[src/rtl/reloj_hms.sv]
// reloj_hms: real-time timebase. A prescaler divides clk down to a one-cycle
// seconds tick that advances cascaded sec/min/hr counters, up or down.
// Also provides run/pause, synchronous clear, a validated time load and an
// alarm-match pulse. Every output comes straight from a register.
module reloj_hms #(
    parameter int CLK_DIV  = 50,  // clk cycles per seconds tick (>= 2)
    parameter int HOUR_MOD = 24   // hour modulus (2..32)
) (
    input  logic       clk,
    input  logic       rst_n,
    input  logic       run,
    input  logic       clr,
    input  logic       dir,
    input  logic       load,
    input  logic [5:0] load_sec,
    input  logic [5:0] load_min,
    input  logic [4:0] load_hr,
    input  logic       alarm_en,
    input  logic [5:0] alarm_sec,
    input  logic [5:0] alarm_min,
    input  logic [4:0] alarm_hr,
    output logic [5:0] sec,
    output logic [5:0] min,
    output logic [4:0] hr,
    output logic       tick_sec,
    output logic       alarm,
    output logic       load_err
);

    localparam int            PW        = (CLK_DIV > 2) ? $clog2(CLK_DIV) : 1;
    localparam logic [PW-1:0] PRESC_MAX = PW'(CLK_DIV - 1);
    localparam logic [5:0]    SEC_MAX   = 6'd59;
    localparam logic [5:0]    MIN_MAX   = 6'd59;
    localparam logic [4:0]    HR_MAX    = 5'(HOUR_MOD - 1);

    logic [PW-1:0] presc_q, presc_d;
    logic [5:0]    sec_q, sec_d;
    logic [5:0]    min_q, min_d;
    logic [4:0]    hr_q, hr_d;
    logic          tick_q, tick_d;
    logic          alarm_q, alarm_d;
    logic          err_q, err_d;

    // Time the counters would show after one tick in the current direction.
    logic [5:0]    cnt_sec, cnt_min;
    logic [4:0]    cnt_hr;
    logic          tick_int;
    logic          load_ok;
    logic          alarm_hit;

    assign tick_int  = run && (presc_q == PRESC_MAX);
    assign load_ok   = (load_sec <= SEC_MAX) && (load_min <= MIN_MAX) && (load_hr <= HR_MAX);
    // An out-of-range alarm time can never equal a legal counter value.
    assign alarm_hit = (cnt_sec == alarm_sec) && (cnt_min == alarm_min) && (cnt_hr == alarm_hr);

    // One-step increment/decrement of the h:m:s cascade with carry/borrow.
    always_comb begin
        // NOTE: every output gets a default up front so no path leaves one unassigned (no latch).
        cnt_sec = sec_q;
        cnt_min = min_q;
        cnt_hr  = hr_q;
        if (!dir) begin
            if (sec_q == SEC_MAX) begin
                cnt_sec = '0;
                if (min_q == MIN_MAX) begin
                    cnt_min = '0;
                    cnt_hr  = (hr_q == HR_MAX) ? 5'd0 : hr_q + 5'd1;
                end else begin
                    cnt_min = min_q + 6'd1;
                end
            end else begin
                cnt_sec = sec_q + 6'd1;
            end
        end else begin
            if (sec_q == 6'd0) begin
                cnt_sec = SEC_MAX;
                if (min_q == 6'd0) begin
                    cnt_min = MIN_MAX;
                    cnt_hr  = (hr_q == 5'd0) ? HR_MAX : hr_q - 5'd1;
                end else begin
                    cnt_min = min_q - 6'd1;
                end
            end else begin
                cnt_sec = sec_q - 6'd1;
            end
        end
    end

    // Next-state selection with priority clr > load > tick.
    always_comb begin
        presc_d = presc_q;
        sec_d   = sec_q;
        min_d   = min_q;
        hr_d    = hr_q;
        tick_d  = 1'b0;
        alarm_d = 1'b0;
        err_d   = 1'b0;
        if (clr) begin
            presc_d = '0;
            sec_d   = '0;
            min_d   = '0;
            hr_d    = '0;
        end else if (load) begin
            // A load always swallows any tick that lands in the same cycle.
            if (load_ok) begin
                presc_d = '0;
                sec_d   = load_sec;
                min_d   = load_min;
                hr_d    = load_hr;
            end else begin
                err_d   = 1'b1;
            end
        end else begin
            if (run) begin
                presc_d = (presc_q == PRESC_MAX) ? '0 : presc_q + PW'(1);
            end
            if (tick_int) begin
                sec_d   = cnt_sec;
                min_d   = cnt_min;
                hr_d    = cnt_hr;
                tick_d  = 1'b1;
                alarm_d = alarm_en && alarm_hit;
            end
        end
    end

    // State registers; the tick and alarm strobes update on the same edge as the time.
    always_ff @(posedge clk or negedge rst_n) begin
        if (!rst_n) begin
            presc_q <= '0;
            sec_q   <= '0;
            min_q   <= '0;
            hr_q    <= '0;
            tick_q  <= 1'b0;
            alarm_q <= 1'b0;
            err_q   <= 1'b0;
        end else begin
            // NOTE: non-blocking assignments so every register samples pre-edge values.
            presc_q <= presc_d;
            sec_q   <= sec_d;
            min_q   <= min_d;
            hr_q    <= hr_d;
            tick_q  <= tick_d;
            alarm_q <= alarm_d;
            err_q   <= err_d;
        end
    end

    assign sec      = sec_q;
    assign min      = min_q;
    assign hr       = hr_q;
    assign tick_sec = tick_q;
    assign alarm    = alarm_q;
    assign load_err = err_q;

endmodule

[config.mk]
export PLATFORM = sky130hd
export DESIGN_NAME = reloj_hms
export DESIGN_NICKNAME = d
export VERILOG_FILES = /design/src/rtl/reloj_hms.sv
export SDC_FILE = /design/constraint.sdc
export NUM_CORES = 1
export LEC_CHECK = 0
export ABC_CLOCK_PERIOD_IN_PS = 4000
export BUFFER_PORTS_ARGS = -buffer_cell sky130_fd_sc_hd__buf_4
export CAP_MARGIN = 20
export CORE_ASPECT_RATIO = 0.75
export CORE_MARGIN = 5
export CORE_UTILIZATION = 34
export DETAILED_ROUTE_END_ITERATION = 8
export GPL_ROUTABILITY_DRIVEN = 0
export PLACE_DENSITY_LB_ADDON = 0.1
export SKIP_CTS_REPAIR_TIMING = 1
export SYNTH_ARGS = -nofsm -noshare
export SYNTH_HDL_FRONTEND = slang
export SYNTH_SLANG_ARGS = --single-unit
[constraint.sdc]
create_clock -name clk -period 4 [get_ports clk]
set_clock_uncertainty 0.2 [all_clocks]
set_input_delay 0.8 -clock clk [delete_from_list [all_inputs] [get_ports clk]]
set_output_delay 0.8 -clock clk [all_outputs]
set_load 0.02 [all_outputs]
==> results.json, run 1 <==
{
  "core-area_sq_um": 7880,
  "ir_drop_mv": 0.136,
  "ant_nets": 0,
  "synth_ff_type": "dfrtp_1",
  "muxShareOfSynthArea": 0.0523,
  "required_ns": 4.00,
  "hold_path.class": "in -> async",
  "period_share": 0.818,
  "status": "finished, final reports clean",
  "end_kind": "flop",
  "io_pins": 61,
  "synthCells": 347,
  "hpwl_um": 7090,
  "rsz0062_at_grt": "false",
  "yosys.area.top_type": "dfrtp_1",
  "synth-seq-area-share": 0.236,
  "die_h_um": 87.9,
  "cp-start-kind": "flop",
  "start_util": 0.349,
  "routed_via_density": 5.65,
  "yosys_register_bits": 26,
  "period_minus_slack_ns": 3.27,
  "htree_levels": 1,
  "grt_pass1_wl_um": 14700,
  "synth_top_family_by_area": "simple AND/OR/NAND/NOR gates",
  "syn-cell-area_sq_um": 2750,
  "vias": 2809,
  "yosysMostFrequentCell": "o21ai_0",
  "crit_type": "reg -> reg",
  "place_area_sq_um": 3260,
  "io_buffers": 60,
  "clock_sinks": 26,
  "yosysWarnings": 0,
  "final_util": 0.423,
  "cp_max_fo": 11,
  "synth_edf_count": 0,
  "syn_avg_cell_area_sq_um": 7.93,
  "p_leak_nw": 1.41,
  "design_area_sq_um": 3330,
  "path_clk_slew_ns": 0.11,
  "antenna_cells": 0,
  "drive_above_1_share": 0.212,
  "root_buffer": "clkbuf_8",
  "max-cap-violations": 0,
  "cts_buffers": 3,
  "synth-adder-area-share": 0.0455,
  "finalMaxSlewViolations": 0,
  "clockBufferDepth": 2,
  "track_usage": 0.186,
  "finalSetupViolations": 0,
  "async_reset_ff_frac": 1.00,
  "grt_max_degree": 41,
  "yosysTopAreaCellShare": 0.236,
  "syn_to_final_growth_pct": 21.1,
  "synth-xor-area-share": 0.0668,
  "finalHoldViolCount": 0,
  "synth_compound_area_frac": 0.257,
  "die_area_sq_um": 10000,
  "routed_wirelength_um": 9140,
  "worstMarginPinSlew_ns": 0.701,
  "drt_pass1_iterations": 5,
  "setup_tns_ns": 0,
  "grt_antenna_before_repair": 0,
  "die_x_um": 114,
  "slew_headroom": 0.528,
  "wl_per_cell_um": 18.4,
  "finalNetCount": 444,
  "synthSimpleGateAreaFrac": 0.278,
  "drtIter0Drc": 196,
  "insertion_delay_ns": 0.28,
  "grt_pass1_vias": 2709,
  "yosys-top-cells-area": "dfrtp_1, o21ai_0, xnor2_1",
  "cts_tree": "built",
  "rows": 28,
  "pwr_density_cell_nw_per_um2": 332,
  "remaining_drc_errors": 0,
  "synth_fp_nets": 398,
  "synth_cell_types": 72,
  "total_power_w": 0.00111,
  "grt_remaining_overflow": 0,
  "cp.arrival_ns": 3.27,
  "ys_top_cells_by_count": "o21ai_0, nand2_1, dfrtp_1",
  "fmax_mhz": 306
}
## cell usage in the layout (no fill, tap or decap), types with 4 or more instances in the layout
cell      netlist  layout
nand4_1         7       7
o211ai_1        8       8
ha_1           10      10
nand2_1        33      33
o21ai_0        34      34
o22ai_1         6       6
nor2b_1         4       4
xnor2_1        18      18
a21oi_1        12      12
a31oi_1         4       4
inv_1          18      18
nor2_1         18      18
o31ai_1         7       7
buf_4           2      65
mux2i_1        11      11
nand2b_1       10      10
dfrtp_1        26      26
nor3_1          8       8
and3_1          4       4
a22o_1          5       5
nand3_1        13      13
## cell type report
cell class                      instances  area [sq um]
Clock buffer                            3          41.3
Timing Repair Buffer                   65           488
Inverter                               18          67.6
Sequential cell                        26           651
Multi-Input combinational cell        279          1930
Clock inverter                          1          30.0
Fill cell                             834          4550
Tap cell                              105           131
## power by group
| part | total [W] | internal [W] | switching, W |
|---|---|---|---|
| logic | 0.000525 | 0.000227 | 0.000298 |
| clock network | 0.000229 | 0.000134 | 0.0000953 |
| registers | 0.000353 | 0.000286 | 0.0000669 |
## layer usage
layer,part of all wire,track usage,vias up
met5,0,0,-
met4,0.015,0.0431,0
met3,0.061,0.0249,10
met2,0.44,0.283,101
met1,0.49,0.280,1323
li1,-,-,1375
## worst paths after layout
kind,start,to,slack [ns],depth (start not counted)
hold / removal,rst_n,hr[0],0.22,1
max in group asynchronous,rst_n,presc_q[2],3.11,1
setup / recovery,sec[0],alarm,0.73,8
hold reg to reg,presc_q[5],presc_q[5],0.30,1
setup reg to reg,sec[0],alarm,0.73,8
min in group clk,presc_q[5],presc_q[5],0.30,1
## flip-flops by register name, indices dropped and copies added, names as in the netlist
register	flops
min	6
presc_q	6
sec	6
hr	5
alarm	1
load_err	1
tick_sec	1
## kinds of logic (layout without fill, tap and decap cells)
family	Yosys count	in the layout
simple gates	129	129
compound gates	106	106
buf+inv	42	87
flops	26	26
xor+xnor	21	21
mux	13	13
fa+ha+maj	10	10
## stage by stage
step	setup slack (ns)	hold slack, ns	cells
after CTS	0.749	0.235	497
after global placement	0.788	0.285	493
after global routing	0.500	0.241	497
final	0.727	0.221	497
after detailed placement	0.744	0.278	493
after floorplan	0.984	0.246	347
## critical path, stage by stage, from the launching register on
cell and delay (ns):
dfrtp_1 0.57, ha_1 0.37, and3b_1 0.38, nand4_4 0.22, mux2i_1 0.21, o2111ai_1 0.12, a311o_1 0.27, or4_1 0.56
nor4_2 0.28
Note: power is estimated with default switching activity, not from simulation.
==> inputs of run 2 (changes only) <==
ABC_CLOCK_PERIOD_IN_PS = 3050   (was 4000)
clock period = 3.05 ns   (was 4 ns; I/O delays follow)
==> results.json, run 2 (synthesis gave the netlist of run 1 again) <==
{
  "wl_per_cell_um": 19.6,
  "stdcell_count": 525,
  "crit_type": "reg -> reg",
  "track_usage": 0.208,
  "cp_max_fo": 6,
  "core-area_sq_um": 7880,
  "drtIter0Drc": 251,
  "htree_levels": 1,
  "r2r_end": "alarm",
  "hpwl_um": 8200,
  "finalMaxSlewViolations": 0,
  "finalSetupViolations": 0,
  "io_pins": 61,
  "antenna_cells": 0,
  "start_util": 0.349,
  "drt_pass1_iterations": 6,
  "r2r_slack_ns": 0.12,
  "setup_tns_ns": 0,
  "p_leak_nw": 1.55,
  "ant_nets": 0,
  "slowest_delay_ns": 0.51,
  "place_area_sq_um": 3490,
  "max-cap-violations": 0,
  "crit_family": "simple AND/OR/NAND/NOR gates",
  "rsz0062_at_grt": "false",
  "drive_above_1_share": 0.271,
  "routed_via_density": 5.73,
  "required_ns": 3.05,
  "rows": 28,
  "routed_wirelength_um": 10300,
  "worstMarginPinSlew_ns": 0.565,
  "layout_commonest_cell": "buf_4",
  "clockBufferDepth": 2,
  "slew_headroom": 0.620,
  "grt_pass1_wl_um": 16300,
  "die_area_sq_um": 10000,
  "cts_buffers": 3,
  "grt_remaining_overflow": 0,
  "period_minus_slack_ns": 2.93,
  "design_area_sq_um": 3540,
  "cp_num_buf_inv": 1,
  "clock_sinks": 26,
  "layout_common_cells": "buf_4, o21ai_0, nand2_1",
  "end_kind": "flop",
  "grt_antenna_before_repair": 0,
  "root_buffer": "clkbuf_8",
  "hold_path.class": "in -> async",
  "die_h_um": 87.9,
  "fill_cells": 804,
  "period_share": 0.961,
  "pwr_density_cell_nw_per_um2": 411,
  "cts_tree": "built",
  "finalHoldViolCount": 0,
  "syn_to_final_growth_pct": 28.6,
  "grt_pass1_vias": 2917,
  "crit_chain": "inv_1 > ha_1 > and2b_2 > o311ai_0 > a21oi_1 > xnor2_1 > o2111ai_1 > or4_1 > nor4_2",
  "final_util": 0.449,
  "finalNetCount": 473,
  "die_x_um": 114,
  "vias": 3006,
  "cp.arrival_ns": 2.93,
  "path_clk_slew_ns": 0.11,
  "reg2regPathDepth": 9,
  "fmax_mhz": 341,
  "grt_max_degree": 30,
  "io_buffers": 60,
  "insertion_delay_ns": 0.28,
  "ir_drop_mv": 0.160,
  "cp-start-kind": "flop",
  "dpl.cell_count": 522,
  "status": "finished, final reports clean",
  "worst_path_max_delay_cell": "or4_1",
  "remaining_drc_errors": 0,
  "r2r-start": "sec[1]"
}
==> run 2: cell types whose count changed in the layout (fill, tap and decap cells not counted), sizes merged <==
| cell | before | now |
|---|---|---|
| buf | 65 | 94 |
| bufinv | 1 | 0 |
==> run 2: worst register-to-register path, stage by stage, from the launching register on <==
cell and delay, ns:
dfrtp_1 0.44, inv_1 0.11, ha_1 0.24, and2b_2 0.27, o311ai_0 0.34, a21oi_1 0.16
xnor2_1 0.17, o2111ai_1 0.14, or4_1 0.51, nor4_2 0.27
==> run 2: area by class of cell <==
type | count | area, sq um | area share
Timing Repair Buffer | 94 | 718 | 0.203
Multi-Input combinational cell | 279 | 1930 | 0.545
Sequential cell | 26 | 652 | 0.184
Clock buffer | 3 | 41.3 | 0.0117
Inverter | 18 | 67.6 | 0.0191
Tap cell | 105 | 131 | 0.0371
==> run 2: layer usage <==
metal / track usage / vias up / wire length, um
met5: 0 / - / 0
met4: 0.0237 / 0 / 51
met3: 0.0304 / 4 / 676
met2: 0.316 / 124 / 4510
met1: 0.319 / 1439 / 5040
li1: - / 1439 / -
==> run 2: worst max-delay path by stage <==
| stage | startpoint | to | slack, ns | cells past startpoint |
|---|---|---|---|---|
| final | sec[1] | alarm | 0.12 | 9 |
| after global placement | dir | alarm | 0.20 | 8 |
| after global routing | sec[0] | alarm | 0.009 | 9 |
| after floorplan | sec[0] | alarm | 0.03 | 9 |
| after detailed placement | sec[0] | alarm | 0.10 | 9 |
| after CTS | sec[0] | alarm | 0.09 | 9 |
==> run 2: power by group <==
| part | leakage (nW) | switching (W) | total (W) | internal (W) |
|---|---|---|---|---|
| sequential | 0.346 | 0.0000603 | 0.000437 | 0.000377 |
| combinational | 1.18 | 0.000455 | 0.000805 | 0.000350 |
| clock | 0.0216 | 0.000124 | 0.000213 | 0.0000891 |
| total | 1.55 | 0.000640 | 0.00146 | 0.000816 |
==> run 2: metrics by stage <==
step | worst slack, ns | total power [W] | hold slack [ns]
2_1_floorplan | 0.0345 | 0.000914 | 0.114
3_3_place_gp | 0.203 | 0.00123 | 0.276
3_5_place_dp | 0.105 | 0.00124 | 0.272
4_1_cts | 0.0912 | 0.00145 | 0.0574
5_1_grt | 0.00903 | 0.00155 | 0.0573
6_report | 0.120 | 0.00146 | 0.0363
